<file path="src/rtl/set_pkg.sv">
// Shared types and widths for the SET job dispatcher.
// The optional watchdog is enabled by defining SET_DISP_TIMEOUT_EN.
package set_pkg;

  localparam int unsigned COORD_W = 4;
  localparam int unsigned CENT_W  = 4 * COORD_W;
  localparam int unsigned RAD_W   = 2 * COORD_W;
  localparam int unsigned CAND_W  = 8;
  localparam int unsigned WDOG_W  = 8;

  localparam logic [CAND_W-1:0] CAND_TMO = 8'hFF;

  // Dispatcher FSM encoding
  typedef enum logic [1:0] {
    ST_IDLE  = 2'd0,
    ST_ISSUE = 2'd1,
    ST_WAIT  = 2'd2
  } disp_state_e;

  // One queued job: central {x1,y1,x2,y2}, radius {r1,r2}
  typedef struct packed {
    logic [COORD_W-1:0] x1;
    logic [COORD_W-1:0] y1;
    logic [COORD_W-1:0] x2;
    logic [COORD_W-1:0] y2;
    logic [COORD_W-1:0] r1;
    logic [COORD_W-1:0] r2;
  } set_job_t;

  localparam int unsigned JOB_W = $bits(set_job_t);

endpackage

</file>
<file path="src/rtl/set_job_fifo.sv">
// Small synchronous job FIFO; DEPTH must be a power of two so pointers wrap naturally.
module set_job_fifo
  import set_pkg::*;
#(
  parameter int unsigned DEPTH  = 4,
  parameter int unsigned DATA_W = JOB_W
) (
  input  logic                         clk,
  input  logic                         rst,
  input  logic                         push,
  input  logic                         pop,
  input  logic [DATA_W-1:0]            wdata,
  output logic [DATA_W-1:0]            rdata,
  output logic                         full,
  output logic                         empty,
  output logic [$clog2(DEPTH+1)-1:0]   count
);

  localparam int unsigned PTR_W = $clog2(DEPTH);
  localparam int unsigned CNT_W = $clog2(DEPTH + 1);

  logic [DATA_W-1:0] r_mem [DEPTH];
  logic [PTR_W-1:0]  r_wptr;
  logic [PTR_W-1:0]  r_rptr;
  logic [CNT_W-1:0]  r_count;
  logic              w_push;
  logic              w_pop;

  assign full   = (r_count == CNT_W'(DEPTH));
  assign empty  = (r_count == CNT_W'(0));
  assign count  = r_count;
  assign rdata  = r_mem[r_rptr];
  assign w_push = push & ~full;
  assign w_pop  = pop & ~empty;

  // Storage array, written on accepted push
  always_ff @(posedge clk) begin
    if (w_push) r_mem[r_wptr] <= wdata;
  end

  // Pointers and occupancy; simultaneous push/pop leaves count unchanged
  always_ff @(posedge clk or negedge rst) begin
    if (!rst) begin
      r_wptr  <= '0;
      r_rptr  <= '0;
      r_count <= '0;
    end else begin
      if (w_push) r_wptr <= r_wptr + PTR_W'(1);
      if (w_pop)  r_rptr <= r_rptr + PTR_W'(1);
      case ({w_push, w_pop})
        2'b10:   r_count <= r_count + CNT_W'(1);
        2'b01:   r_count <= r_count - CNT_W'(1);
        default: r_count <= r_count;
      endcase
    end
  end

endmodule

</file>
<file path="src/rtl/set_job_dispatcher.sv">
// Buffers circle-intersection jobs, issues them one at a time to SET and
// returns each candidate count with a sequence tag.
// Optional watchdog on the SET response: define SET_DISP_TIMEOUT_EN.
module set_job_dispatcher
  import set_pkg::*;
#(
  parameter int unsigned DEPTH   = 4,
  parameter int unsigned TAG_W   = 4,
  parameter int unsigned TMO_CYC = 255
) (
  input  logic              clk,
  input  logic              rst,
  input  logic              job_valid,
  output logic              job_ready,
  input  logic [CENT_W-1:0] job_central,
  input  logic [RAD_W-1:0]  job_radius,
  output logic              set_en,
  output logic [CENT_W-1:0] set_central,
  output logic [RAD_W-1:0]  set_radius,
  input  logic              set_busy,
  input  logic              set_valid,
  input  logic [CAND_W-1:0] set_candidate,
  output logic              res_valid,
  input  logic              res_ready,
  output logic [CAND_W-1:0] res_candidate,
  output logic [TAG_W-1:0]  res_tag,
  output logic              idle,
  output logic              err_timeout
);

  localparam int unsigned CNT_W = $clog2(DEPTH + 1);

  disp_state_e      r_state;
  logic [TAG_W-1:0] r_tag;
  set_job_t         w_job_in;
  set_job_t         w_head;
  logic             w_full;
  logic             w_empty;
  logic [CNT_W-1:0] w_count;
  logic             w_push;
  logic             w_go;

  assign w_job_in  = set_job_t'({job_central, job_radius});
  assign job_ready = ~w_full;
  assign w_push    = job_valid & job_ready;
  // Start a job only when nothing is in flight, the result slot is free and SET is not busy
  assign w_go      = (r_state == ST_IDLE) & ~w_empty & ~res_valid & ~set_busy;
  assign idle      = (w_count == CNT_W'(0)) & (r_state == ST_IDLE) & ~res_valid;

  set_job_fifo #(
    .DEPTH  (DEPTH),
    .DATA_W (JOB_W)
  ) u_fifo (
    .clk   (clk),
    .rst   (rst),
    .push  (w_push),
    .pop   (w_go),
    .wdata (w_job_in),
    .rdata (w_head),
    .full  (w_full),
    .empty (w_empty),
    .count (w_count)
  );

`ifdef SET_DISP_TIMEOUT_EN
  logic [WDOG_W-1:0] r_wdog;
  logic              r_err_timeout;
  assign err_timeout = r_err_timeout;
`else
  logic w_unused_tmo;
  assign w_unused_tmo = ^WDOG_W'(TMO_CYC);
  assign err_timeout  = 1'b0;
`endif

  // Dispatch FSM with registered SET request and result outputs
  always_ff @(posedge clk or negedge rst) begin
    if (!rst) begin
      r_state       <= ST_IDLE;
      r_tag         <= '0;
      set_en        <= 1'b0;
      set_central   <= '0;
      set_radius    <= '0;
      res_valid     <= 1'b0;
      res_candidate <= '0;
      res_tag       <= '0;
`ifdef SET_DISP_TIMEOUT_EN
      r_wdog        <= '0;
      r_err_timeout <= 1'b0;
`endif
    end else begin
      if (res_valid && res_ready) res_valid <= 1'b0;
      case (r_state)
        ST_IDLE: begin
          if (w_go) begin
            r_state     <= ST_ISSUE;
            set_en      <= 1'b1;
            set_central <= {w_head.x1, w_head.y1, w_head.x2, w_head.y2};
            set_radius  <= {w_head.r1, w_head.r2};
          end
        end
        ST_ISSUE: begin
          set_en  <= 1'b0;
          r_state <= ST_WAIT;
`ifdef SET_DISP_TIMEOUT_EN
          r_wdog  <= '0;
`endif
        end
        ST_WAIT: begin
          if (set_valid) begin
            res_candidate <= set_candidate;
            res_tag       <= r_tag;
            res_valid     <= 1'b1;
            r_tag         <= r_tag + TAG_W'(1);
            r_state       <= ST_IDLE;
`ifdef SET_DISP_TIMEOUT_EN
          end else if (r_wdog == WDOG_W'(TMO_CYC - 1)) begin
            res_candidate <= CAND_TMO;
            res_tag       <= r_tag;
            res_valid     <= 1'b1;
            r_tag         <= r_tag + TAG_W'(1);
            r_err_timeout <= 1'b1;
            r_state       <= ST_IDLE;
          end else begin
            r_wdog <= r_wdog + WDOG_W'(1);
`endif
          end
        end
        default: begin
          set_en  <= 1'b0;
          r_state <= ST_IDLE;
        end
      endcase
    end
  end

endmodule

</file>
<file path="config.mk">
export PLATFORM = sky130hd
export DESIGN_NAME = set_job_dispatcher
export DESIGN_NICKNAME = d
export VERILOG_FILES = /design/src/rtl/set_pkg.sv /design/src/rtl/set_job_fifo.sv /design/src/rtl/set_job_dispatcher.sv
export SDC_FILE = /design/constraint.sdc
export NUM_CORES = 1
export LEC_CHECK = 0
export BUFFER_PORTS_ARGS = -buffer_cell sky130_fd_sc_hd__clkbuf_2
export CAP_MARGIN = 0
export CORE_MARGIN = 4
export CORE_UTILIZATION = 30
export DETAILED_ROUTE_END_ITERATION = 8
export GPL_ROUTABILITY_DRIVEN = 0
export GPL_TIMING_DRIVEN = 1
export PLACE_DENSITY = 0.52
export SLEW_MARGIN = 20
export SYNTH_ARGS = -nofsm -noshare
export SYNTH_HDL_FRONTEND = slang
export SYNTH_HIERARCHICAL = 1
export SYNTH_SLANG_ARGS = --single-unit
</file>
<file path="constraint.sdc">
create_clock -name clk -period 2.5 [get_ports clk]
set_input_delay 0.5 -clock clk [delete_from_list [all_inputs] [get_ports clk]]
set_output_delay 0.5 -clock clk [all_outputs]
set_load 0.01 [all_outputs]
</file>
==> results of run 1 <==
[critical path: stages, from the launching register on]
cell and delay (ns):
dfrtp_1 0.41, or3_4 0.42, nor3_4 0.13, o31a_1 0.18, ha_1 0.18, inv_1 0.06
fa_1 0.37, xor2_1 0.15, nor2_1 0.11, xor2_1 0.16
[kinds of logic (layout without fill, tap and decap cells)]
family,count (synthesis),after routing
and+or+nand+nor,58,58
muxes,51,51
other,1,1
AOI/OAI and AO/OA,3,3
adders and majority gates,7,7
DFF,147,147
buffers and inverters,21,127
xor gates and xnor gates,9,9
[cell usage after synthesis]
cell type	instances
buf_6	3
nand2_1	41
inv_1	9
o31a_1	1
and2_1	4
xor2_1	3
nor2_1	2
mux2_1	1
nor3_4	1
buf_2	3
nor4_1	1
o21ai_0	1
fa_1	1
buf_12	2
xnor2_1	6
and3b_1	1
nor2b_1	1
conb_1	1
edfxtp_1	96
dfrtp_1	51
mux2i_1	1
ha_1	6
mux2_2	25
nand4_1	1
mux4_1	6
or3_4	1
nand3b_1	1
nor3_1	2
mux4_2	18
nor3b_2	1
nor2b_2	1
buf_4	1
a21o_1	1
clkbuf_1	3
[metal layers]
| metal | up-vias | routed length [um] | GRT usage |
|---|---|---|---|
| met5 | - | 0 | 0 |
| met1 | 1430 | 4500 | 0.125 |
| li1 | 1302 | - | - |
| met2 | 65 | 5680 | 0.190 |
| met3 | 12 | 530 | 0.0396 |
| met4 | 0 | 158 | 0.0427 |
[power by group]
| part | leakage, nW | internal, mW | switching [mW] |
|---|---|---|---|
| Sequential | 1.49 | 3.37 | 0.398 |
| Combinational | 0.947 | 1.23 | 1.19 |
| Clock | 0.280 | 1.43 | 1.05 |
[area by class of cell]
cell class / count / share of cell area
Tap cell: 229 / 0.0415
Clock inverter: 13 / 0.0207
Multi-Input combinational cell: 129 / 0.195
Clock buffer: 19 / 0.0642
Inverter: 9 / 0.00489
Timing Repair Buffer: 86 / 0.0711
Sequential cell: 147 / 0.603
[how the worst min path moves through the flow]
stage	startpoint	to	slack, ns	depth (start not counted)
finish	rst	set_central[2]	0.08	1
global route	rst	set_central[2]	0.11	1
CTS	rst	set_central[2]	0.1	1
detailed placement	res_candidate[7]	res_candidate[7]	0.47	2
global placement	res_candidate[6]	res_candidate[6]	0.46	2
floorplan	rst	r_state[0]	0.20	0
[stage by stage]
step | hold slack [ns] | area (um^2) | setup slack, ns
after CTS | 0.0997 | 6900 | 0.215
after global placement | 0.457 | 6320 | 0.312
after global routing | 0.113 | 6900 | 0.0718
final | 0.0842 | 6900 | 0.245
after floorplan | 0.204 | 5650 | -0.00644
after detailed placement | 0.465 | 6320 | 0.234
[flip-flops by register name, summed over array words and instances, names as in the netlist]
register	flops
r_state	2
set_central	16
u_fifo/count	3
res_candidate	8
res_tag	4
set_en	1
u_fifo/r_rptr	2
set_radius	8
res_valid	1
u_fifo/r_wptr	2
r_tag	4
u_fifo/r_mem	96
==> impl_results.rst, run 1 <==
.. list-table::
   :header-rows: 1

   * - Metric
     - Value
   * - Result of the run
     - complete, no violations
   * - Area taken by multi-input logic gates
     - 0.00135 mm^2
   * - I/O Buffers
     - 77
   * - Net count of the mapped netlist
     - 342
   * - Pin slew with the least headroom to its limit
     - 0.612 ns
   * - Initial cell density of the core
     - 0.310
   * - Count of pins over their slew limit
     - 0
   * - Average vias per placed instance
     - 4.44
   * - Post-synthesis cell type with the largest combined area
     - edfxtp_1
   * - Count of vias placed by the detailed router
     - 2809
   * - Mux contribution to synthesized area
     - 0.153
   * - DP Cell Count
     - 600
   * - Fraction of layout cells with a size suffix above 1
     - 0.409
   * - Post-CTS Setup Bufs
     - 0
   * - H-tree depth reported by CTS
     - 4
   * - Fraction of the cycle the final worst path needs
     - 0.902
   * - Worst flop-to-flop path endpoint
     - u_fifo/count[2]
   * - Reg clk slew, reported paths
     - 0.06 ns
   * - PnR Total Power
     - slightly below 9 mW
   * - Xor/xnor cell area share of the yosys netlist
     - 0.0140
   * - Dominant combinational cell family by area after synthesis
     - multiplexers
   * - Total clock buffers created by CTS
     - 17
   * - Post-synthesis average cell area
     - ~19 um^2
   * - Non-filler cells, final
     - 632
   * - Register-to-Register Path Depth
     - 9
   * - First-pass GRT wire length
     - 17.4 mm
   * - Die outline height
     - 145 um
   * - Yosys synthesis warning count
     - 6
   * - Data arrival time at the worst-slack endpoint
     - between 2 and 3 ns
   * - Worst slew margin relative to its limit
     - 0.591
   * - Vias in the first global route
     - roughly 3000
   * - Overflow left after global routing
     - 0
   * - Pre-Repair DR Iteration Count
     - 4
   * - Capturing instance or port of the critical path
     - u_fifo/count[2]
   * - Syn Std Cell Area
     - 0.00565 mm^2
   * - Final routed wire length divided by cell count
     - approximately 17 um
   * - Hold-fix buffers, CTS
     - 0
   * - Final net count
     - ~440
   * - Highest attainable clock frequency
     - 444 MHz
   * - Worst Clk Skew
     - 0.00815 ns
   * - Highest-count cells in the layout ignoring fill and taps
     - edfxtp_1, clkbuf_2, dfrtp_1
   * - Area share of the largest cell type after synthesis
     - 0.511
   * - Die area
     - 0.0211 mm^2
   * - Fraction of the core area covered by cells at the end of the flow
     - 0.379
   * - Simple-gate share of the synthesized area
     - 0.0496
   * - Worst reg2reg setup slack
     - ~0.25 ns
   * - WL final
     - 10.9 mm
   * - Sequential element share of the synthesized area
     - 0.737
   * - Sequential Area
     - around 0.0042 mm^2
   * - Clock tree from TritonCTS
     - yes
   * - Number of distinct standard cells referenced by the synthesized netlist
     - 34
   * - Main area contributors after synthesis
     - edfxtp_1, dfrtp_1, mux4_2, mux2_2, mux4_1
   * - Commonest non-fill, non-tap cell in the layout
     - edfxtp_1
   * - Remaining DRCs
     - 0
   * - Post-route ant nets
     - 0
   * - Synth Register Bits
     - around 150
   * - Path class of the lowest-slack min-delay path
     - in -> async
   * - Antenna fix cells
     - 0
   * - Maximum vdd ir drop
     - between 400 and 500 uV
   * - Worst Path Max Fanout
     - 4
   * - Unrepaired setup endpoints after global routing
     - false
   * - Kind of capture point of the worst setup path
     - register
   * - Synthesized-area fraction occupied by ao, oa, aoi and oai cells
     - 0.00377
   * - Maximum Capacitance Violations
     - 0
   * - Boundary Pins
     - 79
   * - HPWL reported at the end of detailed placement
     - 6.56 mm
   * - Power Dens Cells
     - approximately 1300 mW/mm^2
   * - 1st-iter DRT viols
     - 100
   * - Placeable core region
     - ~0.018 mm^2
   * - Number of endpoints with negative hold slack in the final report
     - 0
   * - Fill cell total of the finished layout
     - approximately 1700
   * - Worst R2R Start
     - r_state[1]
   * - Root buffer cell
     - clkbuf_16
   * - Initial antenna violation count
     - 0
   * - Startpoint type of the worst setup path
     - register
   * - Final setup TNS
     - 0 ns
   * - Final setup violating endpoints
     - 0
   * - Static leakage
     - approximately 2.7 nW
   * - TritonCTS sink count
     - 147
   * - Clock latency on the worst-skew pair
     - 0.41 ns
   * - Post-synthesis share of cell area spent on full adders, half adders and majority gates
     - 0.0168
   * - Die X
     - roughly 150 um
   * - Shortest clock period the worst path allows after layout
     - 2.25 ns
   * - CTS resizes
     - 0
   * - Cells after Synth
     - between 200 and 300
   * - Number of placement rows
     - 49
   * - GR Util All Layers
     - 0.110
   * - Crit path from
     - r_state[1]
   * - Pin count of the biggest net entering global routing
     - 31
   * - Critical Path RT
     - approximately 2.8 ns
   * - Layout area overhead
     - 22.3%
   * - Crit Path Class
     - reg -> reg
   * - Clk buf depth
     - 2
(Power assumes the default switching activity.)
==> inputs of run 2 (changes only) <==
- CAP_MARGIN: 0 -> 25
- CORE_UTILIZATION: 30 -> 39
- HOLD_SLACK_MARGIN: default -> 0.02
- PLACE_DENSITY: 0.52 -> 0.63
==> impl_results.rst, run 2 (synthesis gave the netlist of run 1 again) <==
.. list-table::
   :header-rows: 1

   * - Metric
     - Value
   * - Power Dens Cells
     - 1250 mW/mm^2 (-0.60%)
   * - Kind of capture point of the worst setup path
     - register
   * - Die area
     - 0.0165 mm^2 (-22%)
   * - I/O Buffers
     - 77 (unchanged)
   * - Vias in the first global route
     - 3013 (-0.92%)
   * - TritonCTS sink count
     - 147 (unchanged)
   * - Final setup violating endpoints
     - 0 (unchanged)
   * - Reg clk slew, reported paths
     - 0.06 ns (about the same)
   * - Initial cell density of the core
     - 0.402 (+0.0920)
   * - Worst slew margin relative to its limit
     - 0.578 (-0.0129)
   * - CTS resizes
     - 0 (unchanged)
   * - WL final
     - 9.92 mm (-8.8%)
   * - Boundary Pins
     - 79 (unchanged)
   * - Shortest clock period the worst path allows after layout
     - 2.30 ns (+0.0485 ns)
   * - Maximum vdd ir drop
     - 577 uV (+16%)
   * - Clk buf depth
     - 2 (unchanged)
   * - Maximum Capacitance Violations
     - 0 (unchanged)
   * - Data arrival time at the worst-slack endpoint
     - 2.63 ns (+0.04 ns)
   * - Number of placement rows
     - 43 (-12%)
   * - Clock latency on the worst-skew pair
     - 0.40 ns (about the same)
   * - Root buffer cell
     - clkbuf_16
   * - Pin slew with the least headroom to its limit
     - 0.633 ns (+0.0213 ns)
   * - Commonest non-fill, non-tap cell in the layout
     - edfxtp_1
   * - Highest-count cells in the layout ignoring fill and taps
     - edfxtp_1, clkbuf_2, dfrtp_1
   * - Antenna fix cells
     - 0 (unchanged)
   * - Die X
     - 128 um (-12%)
   * - PnR Total Power
     - 8.52 mW (-1.8%)
   * - Unrepaired setup endpoints after global routing
     - false
   * - Critical Path RT
     - 2.82 ns (-0.02 ns)
   * - Critical path, cell by cell
     - or3_4, nor3_4, o31a_1, ha_1, inv_1, fa_1, xor2_1, nor2_1, xor2_1
   * - Clock tree from TritonCTS
     - yes
   * - Static leakage
     - 2.73 nW (+0.25%)
   * - Layout area overhead
     - 20.7%
   * - Result of the run
     - complete, no violations
   * - Crit path setup slack, layout
     - 0.197 ns (-0.0485 ns)
   * - Library cell appearing most often on the critical path
     - xor2_1
   * - Count of vias placed by the detailed router
     - 2819 (+0.36%)
   * - Pin count of the biggest net entering global routing
     - 29 (-6.5%)
   * - Startpoint type of the worst setup path
     - register
   * - Fill cell total of the finished layout
     - 1208 (-29%)
   * - Flip-flop count of the largest register after layout
     - 96 (unchanged)
   * - Final net count
     - 440 (+1.1%)
   * - HPWL reported at the end of detailed placement
     - 6.59 mm (+0.37%)
   * - Worst reg2reg setup slack
     - 0.20 ns (-0.05 ns)
   * - Register with the most flip-flops
     - u_fifo/r_mem
   * - Post-Place Worst Slack
     - 0.203 ns (-0.0317 ns)
   * - First-pass GRT wire length
     - 16.1 mm (-7.5%)
   * - GR Util All Layers
     - 0.131 (+0.0208)
   * - Top Registers
     - u_fifo/r_mem: 96 flops, set_central: 16 flops
   * - Worst Path Max Fanout
     - 4 (unchanged)
   * - Fraction of layout cells with a size suffix above 1
     - 0.404 (-0.00502)
   * - Final routed wire length divided by cell count
     - 16.9 um (-2.0%)
   * - Remaining DRCs
     - 0 (unchanged)
   * - Highest attainable clock frequency
     - 434 MHz (-2.1%)
   * - Post-route ant nets
     - 0 (unchanged)
   * - Crit-path max cell delay
     - 0.42 ns (about the same)
   * - Crit Path Class
     - reg -> reg
   * - Path class of the lowest-slack min-delay path
     - in -> async
   * - Pre-Repair DR Iteration Count
     - 4 (unchanged)
   * - Worst Clk Skew
     - 0.0104 ns (+0.00229 ns)
   * - H-tree depth reported by CTS
     - 4 (unchanged)
   * - Overflow left after global routing
     - 0 (unchanged)
   * - Post-CTS Setup Bufs
     - 0 (unchanged)
   * - Fraction of the cycle the final worst path needs
     - 0.921 (+0.0194)
   * - Total clock buffers created by CTS
     - 17 (unchanged)
   * - Initial antenna violation count
     - 0 (unchanged)
   * - Average vias per placed instance
     - 4.79 (+7.9%)
   * - Cell family with most CP delay
     - simple AND/OR/NAND/NOR gates
   * - Count of pins over their slew limit
     - 0 (unchanged)
   * - Total buffers and inverters traversed by the critical path
     - 1 (unchanged)
   * - Placeable core region
     - 0.0140 mm^2 (-23%)
   * - Cell type of the slowest stage on the worst timing path
     - or3_4
   * - 1st-iter DRT viols
     - 137 (+37%)
   * - Die outline height
     - 128 um (-12%)
   * - Number of endpoints with negative hold slack in the final report
     - 0 (unchanged)
   * - Hold-fix buffers, CTS
     - 0 (unchanged)
## run 2: path summary, 6_finish.rpt
| check | start | endpoint | cells after the start |
|---|---|---|---|
| max in group asynchronous | rst | u_fifo/r_rptr[0] | 2 |
| max reg2reg | r_state[1] | u_fifo/count[2] | 9 |
| min reg2reg | res_candidate[4] | res_candidate[4] | 2 |
| max | r_state[1] | u_fifo/count[2] | 9 |
| min | rst | res_candidate[1] | 1 |
| min in group clk | set_candidate[2] | res_candidate[2] | 3 |
## run 2: where the power goes
group	switching, mW	internal [mW]	leakage, nW
Clock	0.896	1.45	0.271
Sequential	0.364	3.37	1.49
Combinational	1.20	1.23	0.963
Total	2.46	6.06	2.73
## run 2: final cells by class
type	instances	area, um^2	share of cell area
clock inverters	13	116	0.0171
multi-input cells	129	1350	0.197
inverters	9	33.8	0.00496
well taps	180	225	0.0330
flip-flops and latches	147	4160	0.610
repair buffers	91	503	0.0738
clock buffers	19	433	0.0635
## run 2: layer usage
layer  vias up  global-route usage  share of wire
li1       1316                   -              -
met1      1428               0.162           0.43
met2        69               0.218           0.50
met3         6              0.0454          0.060
met4         0              0.0412         0.0097
met5         -                   0              0
## run 2: worst register-to-register path: cells and delay by family, from the launching register on
kind	cells	cell delay [ns]
adders and majority gates	2	0.57
buffers and inverters	1	0.06
DFF	1	0.40
AOI/OAI and AO/OA	1	0.23
and+or+nand+nor	3	0.66
xor gates and xnor gates	2	0.30
## run 2: through the flow
step	TNS (ns)	cell area, um^2	util	cells	hold WS [ns]
2_1_floorplan	-0.00644	5650	-	297	0.204
3_3_place_gp	0	6270	0.446	556	0.456
3_5_place_dp	0	6270	0.446	556	0.463
4_1_cts	0	6820	0.485	588	0.110
5_1_grt	0	6820	0.485	588	0.144
6_report	0	6820	0.485	588	0.106
